==> src/rtl/draw_pkg.sv <==
`default_nettype none
// ============================================================================
// Module  : draw_pkg
// Brief   : Shared FSM state encoding and default geometry for image blitters.
// Revision: 1.0  initial release
// ============================================================================
package draw_pkg;

  localparam int DEFAULT_H_RES = 160;
  localparam int DEFAULT_V_RES = 120;
  localparam int DEFAULT_COL_W = 3;
  localparam int IMG_WORDS     = DEFAULT_H_RES * DEFAULT_V_RES;

  typedef enum logic [1:0] {
    IDLE  = 2'd0,
    RUN   = 2'd1,
    DRAIN = 2'd2,
    DONE  = 2'd3
  } draw_state_t;

endpackage
`default_nettype wire

==> src/rtl/raster_scan_counter.sv <==
`default_nettype none
// ============================================================================
// Module  : raster_scan_counter
// Brief   : Row-major x/y/address generator; address advances by one per inc.
// Revision: 1.0  initial release
// ============================================================================
module raster_scan_counter
  import draw_pkg::*;
#(
  parameter int H_RES  = DEFAULT_H_RES,
  parameter int V_RES  = DEFAULT_V_RES,
  parameter int X_W    = 8,
  parameter int Y_W    = 7,
  parameter int ADDR_W = 17
) (
  input  logic              clock,
  input  logic              resetn,
  input  logic              clear,
  input  logic              inc,
  input  logic [ADDR_W-1:0] base,
  output logic [X_W-1:0]    x,
  output logic [Y_W-1:0]    y,
  output logic [ADDR_W-1:0] addr,
  output logic              last
);

  logic [X_W-1:0]    r_x;
  logic [Y_W-1:0]    r_y;
  logic [ADDR_W-1:0] r_addr;
  logic              w_x_end;

  assign w_x_end = (r_x == X_W'(H_RES - 1));

  always_ff @(posedge clock or negedge resetn) begin
    if (!resetn) begin
      r_x    <= '0;
      r_y    <= '0;
      r_addr <= '0;
    end else if (clear) begin
      r_x    <= '0;
      r_y    <= '0;
      r_addr <= base;
    end else if (inc) begin
      r_addr <= r_addr + ADDR_W'(1);
      if (w_x_end) begin
        r_x <= '0;
        r_y <= r_y + Y_W'(1);
      end else begin
        r_x <= r_x + X_W'(1);
      end
    end
  end

  assign x    = r_x;
  assign y    = r_y;
  assign addr = r_addr;
  assign last = w_x_end && (r_y == Y_W'(V_RES - 1));

endmodule
`default_nettype wire

==> src/rtl/draw_image_engine.sv <==
`default_nettype none
// ============================================================================
// Module  : draw_image_engine
// Brief   : Full-screen ROM-to-VGA image blitter, one pixel per clock.
//           Optional macro TRANSPARENT_KEY_EN suppresses KEY_COL pixels.
// Revision: 1.0  initial release
// ============================================================================
module draw_image_engine
  import draw_pkg::*;
#(
  parameter int H_RES   = DEFAULT_H_RES,
  parameter int V_RES   = DEFAULT_V_RES,
  parameter int X_W     = 8,
  parameter int Y_W     = 7,
  parameter int COL_W   = DEFAULT_COL_W,
  parameter int NUM_IMG = 3,
  parameter int SEL_W   = 2,
  parameter int ADDR_W  = 17,
  parameter int ROM_LAT = 1
`ifdef TRANSPARENT_KEY_EN
  ,
  parameter int KEY_COL = 0
`endif
) (
  input  logic              clock,
  input  logic              resetn,
  input  logic              start,
  input  logic              abort,
  input  logic [SEL_W-1:0]  img_sel,
  output logic [ADDR_W-1:0] rom_addr,
  input  logic [COL_W-1:0]  rom_data,
  output logic [X_W-1:0]    out_x,
  output logic [Y_W-1:0]    out_y,
  output logic [COL_W-1:0]  out_col,
  output logic              plot,
  output logic              busy,
  output logic              done
);

  localparam int c_img_words = H_RES * V_RES;
  localparam int c_drain_w   = $clog2(ROM_LAT + 2);

  draw_state_t r_state, w_state_nxt;

  logic                          w_accept, w_busy, w_flush, w_last, w_inc;
  logic                          w_drain_end, w_tail_v, w_plot_nxt;
  logic [SEL_W-1:0]              w_sel;
  logic [ADDR_W-1:0]             w_base;
  logic [X_W-1:0]                w_x;
  logic [Y_W-1:0]                w_y;
  logic [c_drain_w-1:0]          r_drain_cnt;
  logic [ROM_LAT-1:0]            r_pv;
  logic [ROM_LAT-1:0][X_W-1:0]   r_px;
  logic [ROM_LAT-1:0][Y_W-1:0]   r_py;
  logic [X_W-1:0]                r_out_x;
  logic [Y_W-1:0]                r_out_y;
  logic [COL_W-1:0]              r_out_col;
  logic                          r_plot;

  // Out-of-range selections fall back to the last stored image.
  assign w_sel    = (int'(img_sel) > NUM_IMG - 1) ? SEL_W'(NUM_IMG - 1) : img_sel;
  assign w_base   = ADDR_W'(w_sel) * ADDR_W'(c_img_words);

  assign w_accept    = (r_state == IDLE) && start;
  assign w_busy      = (r_state == RUN) || (r_state == DRAIN);
  assign w_flush     = w_busy && abort;
  assign w_inc       = (r_state == RUN) && !w_last;
  assign w_drain_end = (r_drain_cnt == c_drain_w'(ROM_LAT));
  assign w_tail_v    = r_pv[ROM_LAT-1];

  raster_scan_counter #(
    .H_RES  (H_RES),
    .V_RES  (V_RES),
    .X_W    (X_W),
    .Y_W    (Y_W),
    .ADDR_W (ADDR_W)
  ) u_scan (
    .clock  (clock),
    .resetn (resetn),
    .clear  (w_accept),
    .inc    (w_inc),
    .base   (w_base),
    .x      (w_x),
    .y      (w_y),
    .addr   (rom_addr),
    .last   (w_last)
  );

  always_ff @(posedge clock or negedge resetn) begin
    if (!resetn) r_state <= IDLE;
    else         r_state <= w_state_nxt;
  end

  always_comb begin
    w_state_nxt = r_state;
    case (r_state)
      IDLE:    if (start) w_state_nxt = RUN;
      RUN:     if (abort) w_state_nxt = IDLE;
               else if (w_last) w_state_nxt = DRAIN;
      DRAIN:   if (abort) w_state_nxt = IDLE;
               else if (w_drain_end) w_state_nxt = DONE;
      DONE:    w_state_nxt = IDLE;
      default: w_state_nxt = IDLE;
    endcase
  end

  always_ff @(posedge clock or negedge resetn) begin
    if (!resetn)                 r_drain_cnt <= '0;
    else if (r_state != DRAIN)   r_drain_cnt <= '0;
    else                         r_drain_cnt <= r_drain_cnt + c_drain_w'(1);
  end

  // Coordinates ride alongside the ROM read so the tail lines up with rom_data.
  always_ff @(posedge clock or negedge resetn) begin
    if (!resetn) begin
      r_pv <= '0;
      r_px <= '0;
      r_py <= '0;
    end else begin
      r_pv[0] <= (r_state == RUN);
      r_px[0] <= w_x;
      r_py[0] <= w_y;
      for (int i = 1; i < ROM_LAT; i++) begin
        r_pv[i] <= r_pv[i-1];
        r_px[i] <= r_px[i-1];
        r_py[i] <= r_py[i-1];
      end
      if (w_flush) r_pv <= '0;
    end
  end

`ifdef TRANSPARENT_KEY_EN
  assign w_plot_nxt = w_tail_v && !w_flush && (rom_data != COL_W'(KEY_COL));
`else
  assign w_plot_nxt = w_tail_v && !w_flush;
`endif

  always_ff @(posedge clock or negedge resetn) begin
    if (!resetn) begin
      r_plot    <= 1'b0;
      r_out_x   <= '0;
      r_out_y   <= '0;
      r_out_col <= '0;
    end else begin
      r_plot <= w_plot_nxt;
      if (w_plot_nxt) begin
        r_out_x   <= r_px[ROM_LAT-1];
        r_out_y   <= r_py[ROM_LAT-1];
        r_out_col <= rom_data;
      end
    end
  end

  assign out_x   = r_out_x;
  assign out_y   = r_out_y;
  assign out_col = r_out_col;
  assign plot    = r_plot;
  assign busy    = w_busy;
  assign done    = (r_state == DONE);

endmodule
`default_nettype wire

==> config.mk <==
export PLATFORM = sky130hd
export DESIGN_NAME = draw_image_engine
export DESIGN_NICKNAME = d
export VERILOG_FILES = /design/src/rtl/draw_pkg.sv /design/src/rtl/raster_scan_counter.sv /design/src/rtl/draw_image_engine.sv
export SDC_FILE = /design/constraint.sdc
export NUM_CORES = 1
export LEC_CHECK = 0
export ABC_CLOCK_PERIOD_IN_PS = 3500
export CORE_MARGIN = 2
export CORE_UTILIZATION = 54
export DETAILED_ROUTE_END_ITERATION = 7
export GPL_ROUTABILITY_DRIVEN = 0
export PLACE_DENSITY = 0.89
export SYNTH_ARGS = -nofsm -noshare
export SYNTH_HDL_FRONTEND = slang
export SYNTH_HIERARCHICAL = 1
export SYNTH_SLANG_ARGS = --single-unit
==> constraint.sdc <==
create_clock -name clock -period 3.5 [get_ports clock]
set_input_delay 0.35 -clock clock [delete_from_list [all_inputs] [get_ports clock]]
set_output_delay 0.35 -clock clock [all_outputs]
set_load 0.005 [all_outputs]
==> results.tsv, run 1 <==
metric	value	unit
setup violators final	0	
die span in x	81.24	um
Area growth, synth to finish	24.89	%
CTS max path bufs	2	
status	finished, final reports clean	
DR iter-0 viols	254	
# Max-Cap Violations	0	
vias in the first global route	2275	
area share of the largest cell type after synthesis	0.5515	
CTS H-tree depth	3	
worst skew pair latency	0.34	ns
via count	2282	
Clock power frac	0.255	
Setup TNS	0	ns
post-synth cell types	42	
cell taking the most area after synthesis	dfrtp_1	
Syn Inst Count	277	
clock sink total	71	
PwrDens	744.6	nW/um^2
Ys Warns	6	
fin cells	418	
Routed Antenna Nets	0	
critical path peak fanout	4	
global-route wire length before repair	10.74	mm
synthesized area per cell	11.63	um^2
Final min period	2.566	ns
PnR worst setup slack	0.9340	ns
Sw Ratio	0.3192	
Psw	956.4	uW
fmax	389.7	MHz
antenna violations before repair	0	
hold depth	0	
critical path's largest stage delay	0.52	ns
CP required	3.76	ns
number of flops mapped to enable cells by yosys	0	
Critical Path, Cell by Cell	ha_1 > and4b_1 > nand3_1 > nor2_1 > nor2b_1 > nand4_1 > or4_1 > or3_1 > a31oi_1	
Final Util	0.6878	
pre-CTS WS	0.9716	ns
startpoint types	register	
CP Capture Type	register	
fin. max-slew vios	0	
area of the die	6600	um^2
Worst slew margin	0.6243	
die height	81.24	um
top post-synthesis cells by area	dfrtp_1 55%, mux2_4 4.2%, ha_1 3.9%	
hold path start	u_scan/y[1]	
Final nets	357	
DP HPWL	4.333	mm
CP arrival	2.83	ns
Core ar.	5851	um^2
Int Power	2.040	mW
Placed Cells incl. Taps	401	
Final Hold Fails	0	
DR pass1 iterations	4	
CP max stage cell	or4_1	
root buffer cell	clkbuf_8	
detailed-route DRC error count	0	
synthesized area	3222	um^2
reg2reg path depth	9	
R2R setup slack	0.93	ns
final worst-path cycle share	0.7331	
WL final	6.276	mm
CTS buffer count	9	
placed inst area	3777	um^2
Synth Flop Type	dfrtp_1	
#FFs+latches synth	71	
Antenna Diode Count	0	
worst vdd ir	0.4519	mV
Combinational Power Share	0.335	
Row Count	28	
total gr overflow	0	
clock-pin slew on the worst setup and hold paths	0.07	ns
RR Startpoint	u_scan/y[0]	
share of cells above drive strength 1	0.1283	
Tot GR Track Use	0.2187	
P_leak	1.781	nW
Reg power frac	0.411	
Boundary Pins	47	
Worst Clk Skew	0.006143	ns
sequential fraction of the synthesis area	0.5515	
Min-Delay Path Class	register to register	
WS Path Type	register to register	
WL/cell	15.01	um
Port Buf Inserts	46	
worst slew pin tran	0.5588	ns
Starting Density	0.5507	
DR vias/cell	5.459	
design area	4024	um^2
Post-synth ARST share	1.000	
largest net degree at the start of global routing	52	
CTS tree	yes	
crit path from	u_scan/y[0]	
unrepaired setup endpoints after global routing	no	
-- routing by layer --
| metal | share of wire | GRT usage |
|---|---|---|
| met5 | 0 | 0 |
| met4 | 0.021 | 0.1034 |
| met3 | 0.048 | 0.05556 |
| met2 | 0.50 | 0.3678 |
| met1 | 0.43 | 0.2630 |
-- flip-flops by register name, summed over array words and instances (netlist names) --
signal / count
u_scan/y: 7
r_py: 7
u_scan/x: 8
plot: 1
out_x: 8
r_drain_cnt: 2
u_scan/addr: 17
out_y: 7
out_col: 3
r_state: 2
r_px: 8
r_pv: 1
-- layout make-up --
cell class | instances | area, um^2
Fill cell | 424 | 1827
Multi-Input combinational cell | 197 | 1388
Clock buffer | 10 | 127.6
Tap cell | 75 | 93.84
Sequential cell | 71 | 1777
Inverter | 7 | 26.28
Timing Repair Buffer | 52 | 503.0
Clock inverter | 6 | 108.9
-- cells in the mapped netlist (9+ instances only) --
| master | count |
|---|---|
| mux2_2 | 10 |
| o21ai_0 | 18 |
| nand2_1 | 22 |
| nand4_1 | 10 |
| clkbuf_1 | 9 |
| xor2_1 | 11 |
| ha_1 | 10 |
| xnor2_1 | 10 |
| mux2_4 | 9 |
| nor2_1 | 17 |
| nand3_1 | 9 |
| dfrtp_1 | 71 |
-- critical path, delay by kind of cell (launching register included) --
family / cells / cell delay (ns)
AO/OA/AOI/OAI: 1 / 0.17
adder cells (fa/ha/maj): 1 / 0.22
flip-flops: 1 / 0.42
AND/OR/NAND/NOR: 7 / 1.68
-- repair_timing --
action                                 4_1_cts  5_1_grt
resized for setup                            0        0
buffers inserted                             0        0
hold buffers                                 1        0
endpoints found under the hold margin        8        0
-- cells in the final DEF, fill, tap and decap left out, types with 5 or more instances in the layout --
master and count:
xnor2_1 10, mux2_4 9, a21oi_1 6, nor3_1 8, nor2b_1 8, o21ai_0 18, nand2_1 22, buf_4 5
dfrtp_1 71, xor2_1 11, clkdlybuf4s50_1 45, clkbuf_8 9, nor2_1 17, mux2_2 10, inv_1 7, nor4_1 5
ha_1 10, conb_1 10, nand3_1 9, mux2i_1 6, nand4_1 10
-- power groups by stage --
stage               combinational, mW  clock, mW  sequential (mW)
finish                           1.00      0.763             1.23
global route                     1.12      0.826             1.27
CTS                              1.01      0.781             1.23
detailed placement               1.00          0             1.24
global placement                0.964          0             1.23
floorplan                       0.588          0             1.21
-- cells by family after synthesis --
group / synth area share
DFF: 0.5515
and+or+nand+nor: 0.1643
AOI/OAI and AO/OA: 0.06331
xor gates and xnor gates: 0.05709
buffers and inverters: 0.02835
muxes: 0.09554
adders and majority gates: 0.03883
other: 0.001164
-- final timing paths --
kind,end
worst min register to register,r_py[1]
max in group asynchronous,r_px[5]
worst max register to register,u_scan/addr[15]
worst max-delay path,u_scan/addr[15]
worst min-delay path,r_py[1]
min in group asynchronous,out_y[0]
-- metrics by stage --
stage,power (mW),hold slack (ns)
final,2.996,0.4158
after CTS,3.025,0.4203
after floorplan,1.797,0.05441
after global placement,2.196,0.3679
after global routing,3.212,0.4565
after detailed placement,2.245,0.3708
(Power assumes the default switching activity.)
==> inputs of run 2 (changes only) <==
- ABC_CLOCK_PERIOD_IN_PS: 3500 -> 2300
- CORE_UTILIZATION: 54 -> 49
- PLACE_DENSITY: 0.89 -> 0.86
- clock period: 3.5 -> 2.3 ns (I/O delays scaled with it)
==> results.tsv, run 2 (synthesis results as in run 1) <==
metric	value	unit
status	finished, final reports clean	
Final nets	371	
Boundary Pins	47	
# Max-Cap Violations	0	
worst vdd ir	0.7393	mV
unrepaired setup endpoints after global routing	yes	
Routed Antenna Nets	0	
CTS H-tree depth	3	
reg2reg path depth	9	
Sw Ratio	0.3407	
largest net degree at the start of global routing	40	
Clock power frac	0.222	
Port Buf Inserts	46	
CP Capture Type	register	
startpoint types	register	
Largest register FFs	17	
DR vias/cell	5.459	
Combinational Power Share	0.368	
total gr overflow	0	
critical path peak fanout	3	
die span in x	85.09	um
WL final	6.436	mm
Core ar.	6350	um^2
worst skew pair latency	0.36	ns
total power	4.496	mW
R2R setup slack	0.007	ns
most frequent cells in the layout	71 x dfrtp_1, 45 x clkdlybuf4s50_1, 22 x nand2_1	
vias in the first global route	2331	
commonest non-fill, non-tap cell in the layout	dfrtp_1	
fin. max-slew vios	0	
setup violators final	0	
hold depth	0	
Row Count	29	
clock-pin slew on the worst setup and hold paths	0.08	ns
CTS tree	yes	
CP required	2.58	ns
WS Path Type	register to register	
Worst Clk Skew	0.01061	ns
PwrDens	1084	nW/um^2
M3 GR Usage	0.07393	
DR iter-0 viols	169	
antenna violations before repair	0	
final worst-path cycle share	0.9969	
Starting Density	0.5074	
Psw	1.532	mW
WL/cell	14.83	um
Area growth, synth to finish	28.74	%
CP arrival	2.57	ns
clock sink total	71	
fmax	436.1	MHz
CTS buffer count	9	
DP HPWL	4.488	mm
met1 Resource Use GR	0.2372	
worst hold slack	0.4362	ns
global-route wire length before repair	10.64	mm
root buffer cell	clkbuf_8	
via count	2369	
placed inst area	3908	um^2
Min-Delay Path Class	register to register	
worst slew pin tran	0.8346	ns
Final Hold Fails	0	
design area	4148	um^2
Worst slew margin	0.4436	
Int Power	2.964	mW
area of the die	7239	um^2
DR pass1 iterations	4	
Tot GR Track Use	0.1896	
die height	85.09	um
detailed-route DRC error count	0	
Final min period	2.293	ns
P_leak	1.836	nW
Reg power frac	0.410	
share of cells above drive strength 1	0.1765	
Antenna Diode Count	0	
met2 usage	0.2997	
GRT busiest layer	met2	
CTS max path bufs	2	
==> run 2: metal layers <==
| layer | part of all wire | vias up |
|---|---|---|
| met3 | 0.059 | 12 |
| li1 | - | 1117 |
| met4 | 0.017 | 0 |
| met1 | 0.42 | 1157 |
| met5 | 0 | - |
| met2 | 0.50 | 83 |
==> run 2: layout make-up <==
class / count / area [um^2]
clock buffer: 10 / 127.6
clock inverter: 6 / 70.07
fill: 490 / 2202
inverter: 7 / 26.28
multi-input combinational: 197 / 1414
sequential: 71 / 1777
tap: 77 / 96.34
timing repair buffer: 66 / 636.9
==> run 2: worst paths after layout <==
path / startpoint / to
hold / removal: u_scan/y[6] / r_py[6]
setup / recovery: u_scan/y[0] / u_scan/addr[15]
min in group asynchronous: resetn / out_x[4]
max in group asynchronous: resetn / u_scan/addr[0]
hold reg to reg: u_scan/y[6] / r_py[6]
setup reg to reg: u_scan/y[0] / u_scan/addr[15]
==> run 2: timing repair <==
action / CTS / global route
buffers inserted: 0 / 2
setup endpoints to repair: 0 / 5
hold buffers: 1 / 0
endpoints found under the hold margin: 38 / 0
gates resized for setup: 0 / 4
==> run 2: worst max-delay path, cell delays in order, from the launching register on <==
cell	delay, ns
dfrtp_1	0.39
ha_2	0.19
and4b_1	0.20
nand3_2	0.11
nor2_4	0.05
nor2b_4	0.13
nand4_1	0.12
or4_4	0.50
or3_1	0.36
a31oi_1	0.17
==> run 2: power by group through the flow <==
stage	Sequential [mW]	Combinational, mW	Clock (mW)
detailed placement	1.86	1.64	0
global placement	1.85	1.56	0
finish	1.84	1.65	0.998
global route	1.89	1.81	1.08
CTS	1.85	1.65	1.02
floorplan	1.84	0.897	0
==> run 2: metrics by stage <==
stage | instances | setup TNS (ns) | worst slack, ns | util
finish | 434 | 0 | 0.007160 | 0.6532
floorplan | 286 | 0 | 0.001022 | -
global placement | 415 | 0 | 0.1419 | 0.6154
global route | 434 | -0.07767 | -0.06893 | 0.6532
detailed placement | 415 | 0 | 0.01654 | 0.6154
CTS | 432 | 0 | 0.01994 | 0.6481
==> inputs of run 3 (changes only) <==
- PLACE_DENSITY: 0.86 -> 0.76
==> results.tsv, run 3 (synthesis results as in run 1) <==
metric	value	unit
status	finished with violations	
failing checks	setup timing	
critical path's largest stage delay	0.53	ns
Boundary Pins	47	
antenna violations before repair	0	
fin. max-slew vios	0	
Area growth, synth to finish	30.17	%
clock sink total	71	
fmax	431.6	MHz
worst vdd ir	0.7637	mV
CP Capture Type	register	
worst hold slack	0.4356	ns
commonest non-fill, non-tap cell in the layout	dfrtp_1	
Final nets	374	
unrepaired setup endpoints after global routing	yes	
Port Buf Inserts	46	
Largest register FFs	17	
most frequent cells in the layout	71 x dfrtp_1, 45 x clkdlybuf4s50_1, 22 x nand2_1	
worst skew pair latency	0.34	ns
largest net degree at the start of global routing	72	
Core ar.	6350	um^2
CP arrival	2.58	ns
share of cells above drive strength 1	0.1944	
Tot GR Track Use	0.1832	
WS Path Type	register to register	
CP required	2.56	ns
die span in x	85.09	um
DP HPWL	4.120	mm
Antenna Diode Count	0	
Min-Delay Path Class	primary input to async pin	
die height	85.09	um
WL final	6.359	mm
Row Count	29	
startpoint types	register	
Worst Clk Skew	0.01051	ns
# Max-Cap Violations	0	
DR pass1 iterations	4	
detailed-route DRC error count	0	
DR iter-0 viols	140	
RR Startpoint	u_scan/y[1]	
CTS buffer count	9	
critical path peak fanout	2	
via count	2363	
Critical Path, Cell by Cell	ha_2 > and4b_1 > nand3_2 > nor2_2 > nor2b_2 > nand4_1 > or4_4 > or3_4 > a31oi_1	
total gr overflow	0	
global-route wire length before repair	10.52	mm
PwrDens	1103	nW/um^2
P_leak	1.867	nW
root buffer cell	clkbuf_8	
DR vias/cell	5.407	
R2R setup slack	-0.02	ns
CTS H-tree depth	3	
setup violators final	1	
vias in the first global route	2357	
WL/cell	14.55	um
Final Hold Fails	0	
PnR worst setup slack	-0.01722	ns
Final min period	2.317	ns
Critical R2R Capture	u_scan/addr[15]	
CTS tree	yes	
reg2reg path depth	9	
CP max stage cell	or4_4	
Starting Density	0.5074	
CTS max path bufs	2	
clock-pin slew on the worst setup and hold paths	0.08	ns
Routed Antenna Nets	0	
final worst-path cycle share	1.007	
area of the die	7239	um^2
Final Util	0.6605	
-- run 3: worst max path at each step --
stage | endpoint | slack, ns | startpoint
after global routing | u_scan/addr[15] | -0.09 | u_scan/y[1]
final | u_scan/addr[15] | -0.02 | u_scan/y[1]
after detailed placement | u_scan/addr[15] | 0.04 | u_scan/y[1]
after CTS | u_scan/addr[15] | 0.005 | u_scan/y[1]
after global placement | u_scan/addr[15] | 0.14 | u_scan/y[1]
after floorplan | u_scan/addr[15] | 0.001 | u_scan/y[0]
-- run 3: what timing repair did --
item	in CTS	in global routing
resized for setup	0	5
buffers inserted	0	5
endpoints found under the setup margin	0	5
hold buffers	1	0
endpoints found under the hold margin	71	0
-- run 3: metrics by stage --
stage | total power, mW | worst slack (ns) | instances | setup TNS [ns] | cell area (um^2)
floorplan | 2.737 | 0.001022 | 286 | 0 | 3268
CTS | 4.585 | 0.004708 | 432 | 0 | 4136
detailed placement | 3.481 | 0.04350 | 415 | 0 | 3908
global route | 4.925 | -0.09007 | 437 | -0.1194 | 4194
global placement | 3.427 | 0.1442 | 415 | 0 | 3908
finish | 4.627 | -0.01722 | 437 | -0.01722 | 4194
-- run 3: power by group --
group          internal, mW  switching [mW]
Clock                 0.612           0.466
Combinational         0.958           0.741
Sequential             1.54           0.310
-- run 3: routing by layer --
metal | track usage | up-vias | share of wire
met3 | 0.03210 | 18 | 0.044
met2 | 0.3082 | 75 | 0.49
met4 | 0.08658 | 0 | 0.025
met1 | 0.2296 | 1150 | 0.44
met5 | 0 | - | 0
li1 | - | 1120 | -
-- run 3: layout make-up --
class / count / area (um^2)
Sequential cell: 71 / 1777
Timing Repair Buffer: 69 / 659.4
Multi-Input combinational cell: 197 / 1416
Inverter: 7 / 26.28
Clock inverter: 7 / 95.09
Clock buffer: 9 / 123.9
Tap cell: 77 / 96.34
Fill cell: 505 / 2156
-- run 3: critical path: cells and delay by family, from the launching register on --
kind,cells,cell delay (ns)
adders and majority gates,1,0.19
and+or+nand+nor,7,1.52
DFF,1,0.40
AOI/OAI and AO/OA,1,0.12
